--- src/rtl/mcdt_fmt_pkg.sv ---
// Shared types and helpers for the mcdt packet formatter.
// Header layout: magic, channel id and payload length in one 32-bit word.
package mcdt_fmt_pkg;

  localparam logic [7:0] HDR_MAGIC = 8'hA5;
  localparam int         NUM_CH    = 3;
  localparam int         ID_W      = 2;

  typedef enum logic [1:0] {
    IDLE = 2'd0,
    HEAD = 2'd1,
    BODY = 2'd2
  } fmt_state_e;

  function automatic logic [31:0] make_hdr(input logic [ID_W-1:0] id, input logic [7:0] len);
    return {HDR_MAGIC, 6'b0, id, 8'h00, len};
  endfunction

endpackage

--- src/rtl/mcdt_fmt_fifo.sv ---
// First-word-fall-through synchronous FIFO with occupancy count.
// Storage is not reset; only pointers and count are.
module mcdt_fmt_fifo #(
  parameter int DEPTH = 16,
  parameter int W     = 32
) (
  input  logic                     clk,
  input  logic                     rst,
  input  logic                     push,
  input  logic [W-1:0]             din,
  input  logic                     pop,
  output logic [W-1:0]             dout,
  output logic                     full,
  output logic                     empty,
  output logic [$clog2(DEPTH):0]   count
);

  localparam int AW = $clog2(DEPTH);

  logic [W-1:0]  mem [DEPTH];
  logic [AW-1:0] wr_ptr;
  logic [AW-1:0] rd_ptr;
  logic          do_push;
  logic          do_pop;

  assign full    = (count == (AW+1)'(DEPTH));
  assign empty   = (count == '0);
  // A full FIFO still takes a word when the head leaves in the same cycle.
  assign do_push = push && (!full || pop);
  assign do_pop  = pop && !empty;
  assign dout    = mem[rd_ptr];

  always_ff @(posedge clk or posedge rst) begin
    if (rst) begin
      wr_ptr <= '0;
      rd_ptr <= '0;
      count  <= '0;
    end else begin
      if (do_push) wr_ptr <= wr_ptr + 1'b1;
      if (do_pop)  rd_ptr <= rd_ptr + 1'b1;
      case ({do_push, do_pop})
        2'b10:   count <= count + 1'b1;
        2'b01:   count <= count - 1'b1;
        default: count <= count;
      endcase
    end
  end

  always_ff @(posedge clk) begin
    if (do_push) mem[wr_ptr] <= din;
  end

endmodule

--- src/rtl/mcdt_pkt_fmt.sv ---
// Buffers the mcdt word stream per channel and emits header+payload packets
// on a valid/ready port, arbitrating ready channels round-robin.
module mcdt_pkt_fmt
  import mcdt_fmt_pkg::*;
#(
  parameter int FIFO_DEPTH = 16,
  parameter int PKT_LEN    = 4
) (
  input  logic             clk_i,
  input  logic             rst_i,
  input  logic [31:0]      mcdt_data_i,
  input  logic             mcdt_val_i,
  input  logic [ID_W-1:0]  mcdt_id_i,
  output logic [31:0]      fmt_data_o,
  output logic             fmt_valid_o,
  input  logic             fmt_ready_i,
  output logic             fmt_start_o,
  output logic             fmt_end_o,
  output logic [ID_W-1:0]  fmt_id_o,
  output logic [NUM_CH-1:0] ovf_o,
  output logic             err_id_o
);

  localparam int CW = $clog2(FIFO_DEPTH) + 1;

  fmt_state_e        state, state_nxt;
  logic [NUM_CH-1:0] push, pop, full, empty, elig;
  logic [31:0]       head [NUM_CH];
  logic [CW-1:0]     cnt  [NUM_CH];
  logic [ID_W-1:0]   rr_ptr;
  logic [ID_W-1:0]   grant_id;
  logic [ID_W-1:0]   cand;
  logic              grant_vld;
  logic [7:0]        beat;
  logic              last_beat;

  for (genvar g = 0; g < NUM_CH; g++) begin : g_ch
    assign push[g] = mcdt_val_i && (mcdt_id_i == ID_W'(g));
    assign pop[g]  = (state == BODY) && fmt_ready_i && (fmt_id_o == ID_W'(g)) && !empty[g];
    assign elig[g] = (cnt[g] >= CW'(PKT_LEN));

    mcdt_fmt_fifo #(.DEPTH(FIFO_DEPTH), .W(32)) u_fifo (
      .clk   (clk_i),
      .rst   (rst_i),
      .push  (push[g]),
      .din   (mcdt_data_i),
      .pop   (pop[g]),
      .dout  (head[g]),
      .full  (full[g]),
      .empty (empty[g]),
      .count (cnt[g])
    );
  end

  // First eligible channel scanning upward from the round-robin pointer.
  always_comb begin
    grant_vld = 1'b0;
    grant_id  = '0;
    cand      = '0;
    for (int k = 0; k < NUM_CH; k++) begin
      cand = ID_W'((int'(rr_ptr) + k) % NUM_CH);
      if (!grant_vld && elig[cand]) begin
        grant_vld = 1'b1;
        grant_id  = cand;
      end
    end
  end

  assign last_beat = (beat == 8'(PKT_LEN - 1));

  always_ff @(posedge clk_i or posedge rst_i) begin
    if (rst_i) state <= IDLE;
    else       state <= state_nxt;
  end

  always_comb begin
    state_nxt = state;
    case (state)
      IDLE:    if (grant_vld)                state_nxt = HEAD;
      HEAD:    if (fmt_ready_i)              state_nxt = BODY;
      BODY:    if (fmt_ready_i && last_beat) state_nxt = IDLE;
      default:                               state_nxt = IDLE;
    endcase
  end

  always_comb begin
    fmt_valid_o = 1'b0;
    fmt_start_o = 1'b0;
    fmt_end_o   = 1'b0;
    fmt_data_o  = '0;
    case (state)
      HEAD: begin
        fmt_valid_o = 1'b1;
        fmt_start_o = 1'b1;
        fmt_data_o  = make_hdr(fmt_id_o, 8'(PKT_LEN));
      end
      BODY: begin
        fmt_valid_o = 1'b1;
        fmt_end_o   = last_beat;
        fmt_data_o  = head[fmt_id_o];
      end
      default: ;
    endcase
  end

  always_ff @(posedge clk_i or posedge rst_i) begin
    if (rst_i) begin
      fmt_id_o <= '0;
      rr_ptr   <= '0;
      beat     <= '0;
      ovf_o    <= '0;
      err_id_o <= 1'b0;
    end else begin
      if (state == IDLE && grant_vld) begin
        fmt_id_o <= grant_id;
        rr_ptr   <= (grant_id == ID_W'(NUM_CH - 1)) ? '0 : grant_id + 1'b1;
      end
      if (state == HEAD && fmt_ready_i)      beat <= '0;
      else if (state == BODY && fmt_ready_i) beat <= beat + 1'b1;
      ovf_o <= ovf_o | (push & full & ~pop);
      if (mcdt_val_i && mcdt_id_i == ID_W'(NUM_CH)) err_id_o <= 1'b1;
    end
  end

endmodule

--- config.mk ---
export PLATFORM = sky130hd
export DESIGN_NAME = mcdt_pkt_fmt
export DESIGN_NICKNAME = d
export VERILOG_FILES = /design/src/rtl/mcdt_fmt_pkg.sv /design/src/rtl/mcdt_fmt_fifo.sv /design/src/rtl/mcdt_pkt_fmt.sv
export SDC_FILE = /design/constraint.sdc
export NUM_CORES = 1
export LEC_CHECK = 0
export CAP_MARGIN = 40
export CORE_UTILIZATION = 40
export CTS_CLUSTER_SIZE = 30
export DETAILED_ROUTE_END_ITERATION = 12
export GPL_TIMING_DRIVEN = 0
export PLACE_DENSITY_LB_ADDON = 0.12
export SLEW_MARGIN = 25
export SYNTH_ARGS = -nofsm -noshare
export SYNTH_HDL_FRONTEND = slang
export SYNTH_HIERARCHICAL = 1
export SYNTH_SLANG_ARGS = --single-unit
--- constraint.sdc ---
create_clock -name clk_i -period 6.32 [get_ports clk_i]
set_input_delay 1.58 -clock clk_i [delete_from_list [all_inputs] [get_ports clk_i]]
set_output_delay 1.58 -clock clk_i [all_outputs]
set_load 0.02 [all_outputs]
# Yosys cells after proc, flatten, opt, wreduce, memory -nomap -nowiden
# Memories as Yosys holds them, arrays and structs flattened.
# Cells that the tools add are included.
[classes]
n_addsub = 16
mul = 0
div_mod_pow = 3
n_lt_le_gt_ge = 7
n_eq_ne = 21
shift = 0
n_mux = 35
bitwise_logic = 5
reduce_logical = 45
[ops]
columns = ["operator", "count"]
rows = [
  ["$bmux W32 S2", 1],
  ["$mod A32 B3 Y32 const B", 2],
  ["$mux W32", 2],
  ["$pmux W32 S2", 1],
  ["$mod A3 B3 Y32 const B", 1],
  ["$pmux W5 S2", 3],
  ["$add A4 B1 Y4 const B", 6],
  ["$logic_and A1 B1 Y1", 22],
  ["$eq A2 B2 Y1 const B", 8],
  ["$mux W8", 2],
  ["$add A5 B1 Y5 const B", 3],
  ["$eq A5 B5 Y1 const B", 3],
  ["$ge A5 B3 Y1 const B", 3],
  ["$logic_not A5 Y1", 3],
  ["$mux W1", 15],
  ["$sub A5 B1 Y5 const B", 3],
  ["$mux W2", 7],
  ["$eq A2 B1 Y1 const B", 6],
  ["$lt A2 B3 Y1 const B", 3],
  ["$add A8 B1 Y8 const B", 1],
  ["$eq A8 B2 Y1 const B", 1],
  ["$logic_not A1 Y1", 8],
  ["$reduce_bool A2 Y1", 4],
  ["$and A3 B3 Y3", 2],
  ["other kinds (15)", 22],
]
[word_totals]
reg_bits = 57
latch_bits = 0
ram_bits = 1536
rom_bits = 0
inputBits = 38
out_inout_bits = 41
wordCells = 150
memories = 3
[mem_list]
columns = ["memory", "words", "width", "rd", "rd_ports_with_merged_regs", "write_ports", "line", "rtl"]
rows = [
  ["g_ch[0].u_fifo.mem", 16, 32, 1, 0, 1, "mcdt_fmt_fifo.sv:20", "logic [W-1:0] mem [DEPTH];"],
  ["g_ch[1].u_fifo.mem", 16, 32, 1, 0, 1, "mcdt_fmt_fifo.sv:20", ""],
  ["g_ch[2].u_fifo.mem", 16, 32, 1, 0, 1, "mcdt_fmt_fifo.sv:20", ""],
]

# Longest topological paths before layout
[depth]
word_depth = 12
depth_mapped = 15
depth_no_buf = 14

# Modules after synthesis
# The synthesis kept the hierarchy.
[modules_own_cells]
columns = ["mod", "instances", "cells_each", "area_each_um2"]
rows = [
  ["mcdt_fmt_fifo", 3, 1008, 20444.6],
  ["mcdt_pkt_fmt", 1, 270, 2000.7],
]

# Worst setup path before layout
# OpenSTA, ideal clock, no wires.
[synth_timing]
path_kind = "in2reg"
startpoint = "input fmt_ready_i"
endpoint = "register g_ch[1].u_fifo.count[4]"
arrival_time_ps = 3825
required_ps = 6194
setup_slack_ps = 2369
cell_stages = 12
n_path_buf = 1
cell_sequence = "nand2_1 -> nor4b_1 -> nor2b_1 -> clkbuf_1 -> ha_1 -> inv_1 -> fa_1 -> nor2b_1 -> o21ai_0 -> nand3_1 -> or3b_1 -> xnor2_1"
[synth_rtl]
columns = ["element", "line", "rtl"]
rows = [
  ["start: declaration", "mcdt_pkt_fmt.sv:16", "input logic fmt_ready_i,"],
  ["$logic_and A1 B1 Y1 (*) (3 in a row)", "mcdt_pkt_fmt.sv:39", "assign pop[g] = (state == BODY) && fmt_ready_i && (fmt_id_o == ID_W'(g)) && !empty[g];"],
  ["named net pop[1]", "mcdt_pkt_fmt.sv:27", "logic [NUM_CH-1:0] push, pop, full, empty, elig;"],
  ["$logic_and A1 B1 Y1 (*)", "mcdt_fmt_fifo.sv:30", "assign do_pop = pop && !empty;"],
  ["named net g_ch[1].u_fifo.do_pop", "mcdt_fmt_fifo.sv:24", "logic do_pop;"],
  ["$eq A2 B1 Y1 or $eq A2 B2 Y1 (tied branches)", "mcdt_fmt_fifo.sv:41", "case ({do_push, do_pop})"],
  ["$pmux W5 S2 or $reduce_bool A2 Y1 (tied branches)", "n/a", ""],
  ["end signal: assignment", "mcdt_fmt_fifo.sv:42", "2'b10: count <= count + 1'b1;"],
  ["end signal: assignment", "mcdt_fmt_fifo.sv:43", "2'b01: count <= count - 1'b1;"],
  ["end signal: assignment", "mcdt_fmt_fifo.sv:44", "default: count <= count;"],
  ["end: declaration", "mcdt_fmt_fifo.sv:15", "output logic [$clog2(DEPTH):0] count"],
]
# Mark *: on every way through the listed nets, which the timed path passes. The rest lies on a longest branch.
# A chain may end at the register's enable or synchronous reset.

==> flow_metrics.py <==
metrics = {
    "clock_tree": {
        "cts_tree": "built",
        "clk_latency_ps": 770,
        "numCtsBuffers": 165,
        "cts.sinks": 1593,
        "post-cts-setup-buffers": 0,
        "root_buffer": "clkbuf_16",
        "clockBufferDepth": 3,
        "clk_pin_slew_ps": 60,
        "htreeDepth": 4,
    },
    "run": {
        "maxCapViolations": 0,
    },
    "worst_hold_path": {
        "min_path_type": "reg -> reg",
        "hp-start": "err_id_o$_DFFE_PP0P_",
        "hold_end": "err_id_o$_DFFE_PP0P_",
        "worstHoldPathCells": 1,
    },
    "synth": {
        "seq_area_frac_synth_pct": 75.1,
        "synthArstFlopShare_pct": 3.58,
        "ys.flop_type": "edfxtp_1",
        "syn_avg_cell_area_um2": 19.2,
        "ys_types": 54,
        "syn-cell-area_mm2": 0.0633,
        "ys_ff_latch": 1593,
        "synthTopCellsByArea": "edfxtp_1, mux2i_1, mux4_2",
        "ys_warn_count": 6,
        "syn_inst": 3294,
        "synth_top_area_share_pct": 72.8,
        "synth_edf_count": 1536,
        "syn-num-nets": 3368,
        "yosysTopAreaCell": "edfxtp_1",
    },
    "worst_setup_path": {
        "r2r-end": "g_ch[1].u_fifo/count[4]$_DFFE_PP0P_",
        "cp-start-kind": "flop",
        "crit_required_ps": 4740,
        "crit_buf_inv": 3,
        "cp_common_cell": "nor2_1",
        "critPathSlowestCell": "clkbuf_1",
        "r2r_slack_ps": 1960,
        "cp_top_family": "buffers and inverters",
        "worst-setup-path-type": "reg -> out",
        "worstPathCellList": "buf_2 -> clkbuf_1 -> mux4_2 -> a22oi_1 -> nand2_1 -> mux2i_1 -> nor2_1 -> a21oi_1 -> nor2_1 -> clkdlybuf4s50_1",
        "crit_path_max_fanout": 10,
        "worstReg2RegStart": "fmt_id_o[0]$_DFFE_PP0P_",
        "arrival_ps": 4510,
        "max_stage_delay_ps": 660,
        "rr_worst_depth": 13,
        "cp-end-kind": "primary output",
    },
    "global_routing": {
        "grt_usage_pct": 20.5,
        "grt_pass1_vias": 33600,
        "grt_overflow": 0,
        "grt_max_degree": 49,
        "grt_pass1_wl_um": 235000,
        "antenna_found_initial": 18,
    },
    "timing": {
        "max_freq_mhz": 164,
        "hold_viol_final": 0,
        "finalMaxSlewViolations": 0,
        "grt_setup_unrepaired": "false",
        "slew_headroom_pct": 42.9,
        "fin_skew_ps": 26.1,
        "fin_ws_ps": 227,
        "setup_viol": 0,
        "whs_ps": 472,
        "final.period_utilization_pct": 96.4,
        "final.setup.tns_ps": 0,
        "worstMarginPinSlew_ps": 857,
        "layout_min_cycle_time_ps": 6090,
    },
    "place": {
        "hpwlAfterDp_um": 110000,
        "pre_cts_ws_ps": 667,
        "io_buffer_count": 78,
        "placed_cells": 5494,
        "place_congestion": 0.790,
    },
    "die": {
        "die_w_um": 400,
        "core-area_mm2": 0.157,
        "die_y_um": 400,
        "io-pin-count": 79,
        "row_count": 145,
        "start_util_pct": 40.4,
        "dieArea_mm2": 0.160,
    },
    "power_and_ir_drop": {
        "p_leak_nw": 23.9,
        "finalPower_mw": 28.7,
        "worst_ir_drop_vdd_mv": 0.285,
        "p_per_area_mw_per_mm2": 392,
    },
    "route": {
        "drt_iter0_drc": 2201,
        "drc": 0,
        "viasPerCell": 5.53,
        "wl_met2_um": 84900,
        "dr.pass1.iters": 5,
        "ant_nets": 0,
        "met3WireLength_um": 6640,
        "top_layer_used": "met5",
        "vias": 32100,
        "drt-met1-wl_um": 66600,
        "wirelength_um": 163000,
        "wl_per_cell_um": 28.0,
    },
    "finish": {
        "area_growth_pct": 15.8,
        "nFillCells": 13100,
        "fin_cells": 5802,
        "drive_gt1_share_pct": 18.3,
        "nets": 3682,
    },
    "status": {
        "status": "completed",
    },
}
[layout make-up]
type / instances / area, µm² / area share (%)
Sequential cell: 1593 / 47600 / 64.8
Clock buffer: 221 / 4550 / 6.21
Tap cell: 2058 / 2570 / 3.51
Inverter: 39 / 146 / 0.200
Timing Repair Buffer: 147 / 2000 / 2.73
Multi-Input combinational cell: 1478 / 14500 / 19.7
Antenna cell: 3 / 7.51 / 0.0102
Buffer: 184 / 1260 / 1.72
Clock inverter: 79 / 772 / 1.05
[synthesized netlist by cell type (2+ instances only)]
| library cell | count |
|---|---|
| edfxtp_1 | 1536 |
| mux2i_1 | 422 |
| a221oi_1 | 192 |
| mux4_2 | 180 |
| nand2_1 | 123 |
| o21ai_0 | 116 |
| a22oi_1 | 96 |
| nor2_1 | 68 |
| clkbuf_1 | 67 |
| buf_2 | 57 |
| dfrtp_1 | 57 |
| and2_1 | 51 |
| a21oi_1 | 41 |
| inv_1 | 39 |
| ha_1 | 33 |
| buf_6 | 24 |
| buf_8 | 24 |
| xnor2_1 | 21 |
| mux4_1 | 12 |
| nor3_1 | 12 |
| nor2b_1 | 11 |
| nand3_1 | 10 |
| buf_4 | 9 |
| xor2_1 | 9 |
| a211oi_1 | 7 |
| nand4_1 | 7 |
| nor3b_1 | 7 |
| mux2_2 | 6 |
| nor4_1 | 6 |
| o2bb2ai_1 | 6 |
| and3_1 | 5 |
| a21o_1 | 3 |
| and2b_1 | 3 |
| fa_1 | 3 |
| o21a_1 | 3 |
| o21bai_1 | 3 |
| or3b_1 | 3 |
| buf_1 | 2 |
| nor3_4 | 2 |
| nor4b_1 | 2 |
| o22ai_1 | 2 |
| o31a_1 | 2 |
[flip-flops by register name, indices dropped and copies added, names as in the netlist]
name	count
g_ch.u_fifo/wr_ptr	12
rr_ptr	2
g_ch.u_fifo/mem	1536
g_ch.u_fifo/count	15
err_id_o	1
ovf_o	3
state	2
g_ch.u_fifo/rd_ptr	12
fmt_id_o	2
beat	8
[metrics by stage]
stage          utilization, %  area (µm²)
6_report                 46.8       73400
5_1_grt                  46.8       73300
3_5_place_dp             43.3       67900
4_1_cts                  46.7       73300
3_3_place_gp             42.5       66700
2_1_floorplan               -       63300
[report_power, final]
part | internal (mW) | total [mW] | switching [mW]
clock | 5.68 | 9.56 | 3.88
combinational | 2.92 | 6.96 | 4.04
sequential | 12.0 | 12.2 | 0.245
[cell usage in the layout (no fill, tap or decap), types with 6 or more instances in the layout]
cell type and instances:
o21ai_0 116, nand3_1 10, nor3b_1 7, buf_4 9
a21oi_1 41, clkdlybuf4s50_1 46, inv_1 39, clkinv_1 35
o2bb2ai_1 6, buf_12 48, mux2_2 6, ha_1 33
dfrtp_1 57, edfxtp_1 1536, nor2b_1 11, mux2i_1 422
clkinv_2 21, xor2_1 9, nor2_1 68, a221oi_1 192
buf_2 89, clkbuf_16 175, clkbuf_1 108, xnor2_1 21
nor3_1 12, buf_16 11, bufinv_16 16, a22oi_1 96
mux4_1 12, nand4_1 7, buf_6 32, mux4_2 180
and2_4 24, nor4_1 6, buf_8 26, nand2_1 123
and2_2 24
[cell families (layout without fill, tap and decap cells)]
family                   Yosys count  after routing  share of synthesized area, %
AO/OA/AOI/OAI                    476            476                          5.42
XOR/XNOR                          30             30                         0.415
adder cells (fa/ha/maj)           36             36                         0.747
buffers and inverters            223            670                          2.21
flip-flops                      1593           1593                          75.1
multiplexers                     621            621                          13.7
other                              0              3                             0
AND/OR/NAND/NOR                  315            315                          2.43
[layer usage]
layer,GRT usage [%],vias to the layer above
met2,36.8,797
met3,2.86,290
li1,-,14200
met5,0,-
met4,5.84,2
met1,25.7,16800
[worst max path at each step]
stage | from | to | slack, ps | cells after the start
2_1_floorplan | fmt_ready_i | g_ch[1].u_fifo/count[4]$_DFFE_PP0P_ | 2370 | 12
3_3_place_gp | fmt_ready_i | g_ch[0].u_fifo/mem[8][9]$_DFFE_PP_ | 50 | 7
3_5_place_dp | g_ch[0].u_fifo/rd_ptr[1]$_DFFE_PP0P_ | fmt_data_o[2] | 670 | 10
4_1_cts | g_ch[0].u_fifo/rd_ptr[1]$_DFFE_PP0P_ | fmt_data_o[16] | 10 | 10
5_1_grt | g_ch[0].u_fifo/rd_ptr[2]$_DFFE_PP0P_ | fmt_data_o[2] | 30 | 11
6_report | g_ch[1].u_fifo/rd_ptr[1]$_DFFE_PP0P_ | fmt_data_o[28] | 230 | 10
[repair_timing]
item,in CTS,in global routing
gates resized for setup,3,4
hold buffers,0,0
setup endpoints to repair,2,3
Power figures use the tool's default switching activity.
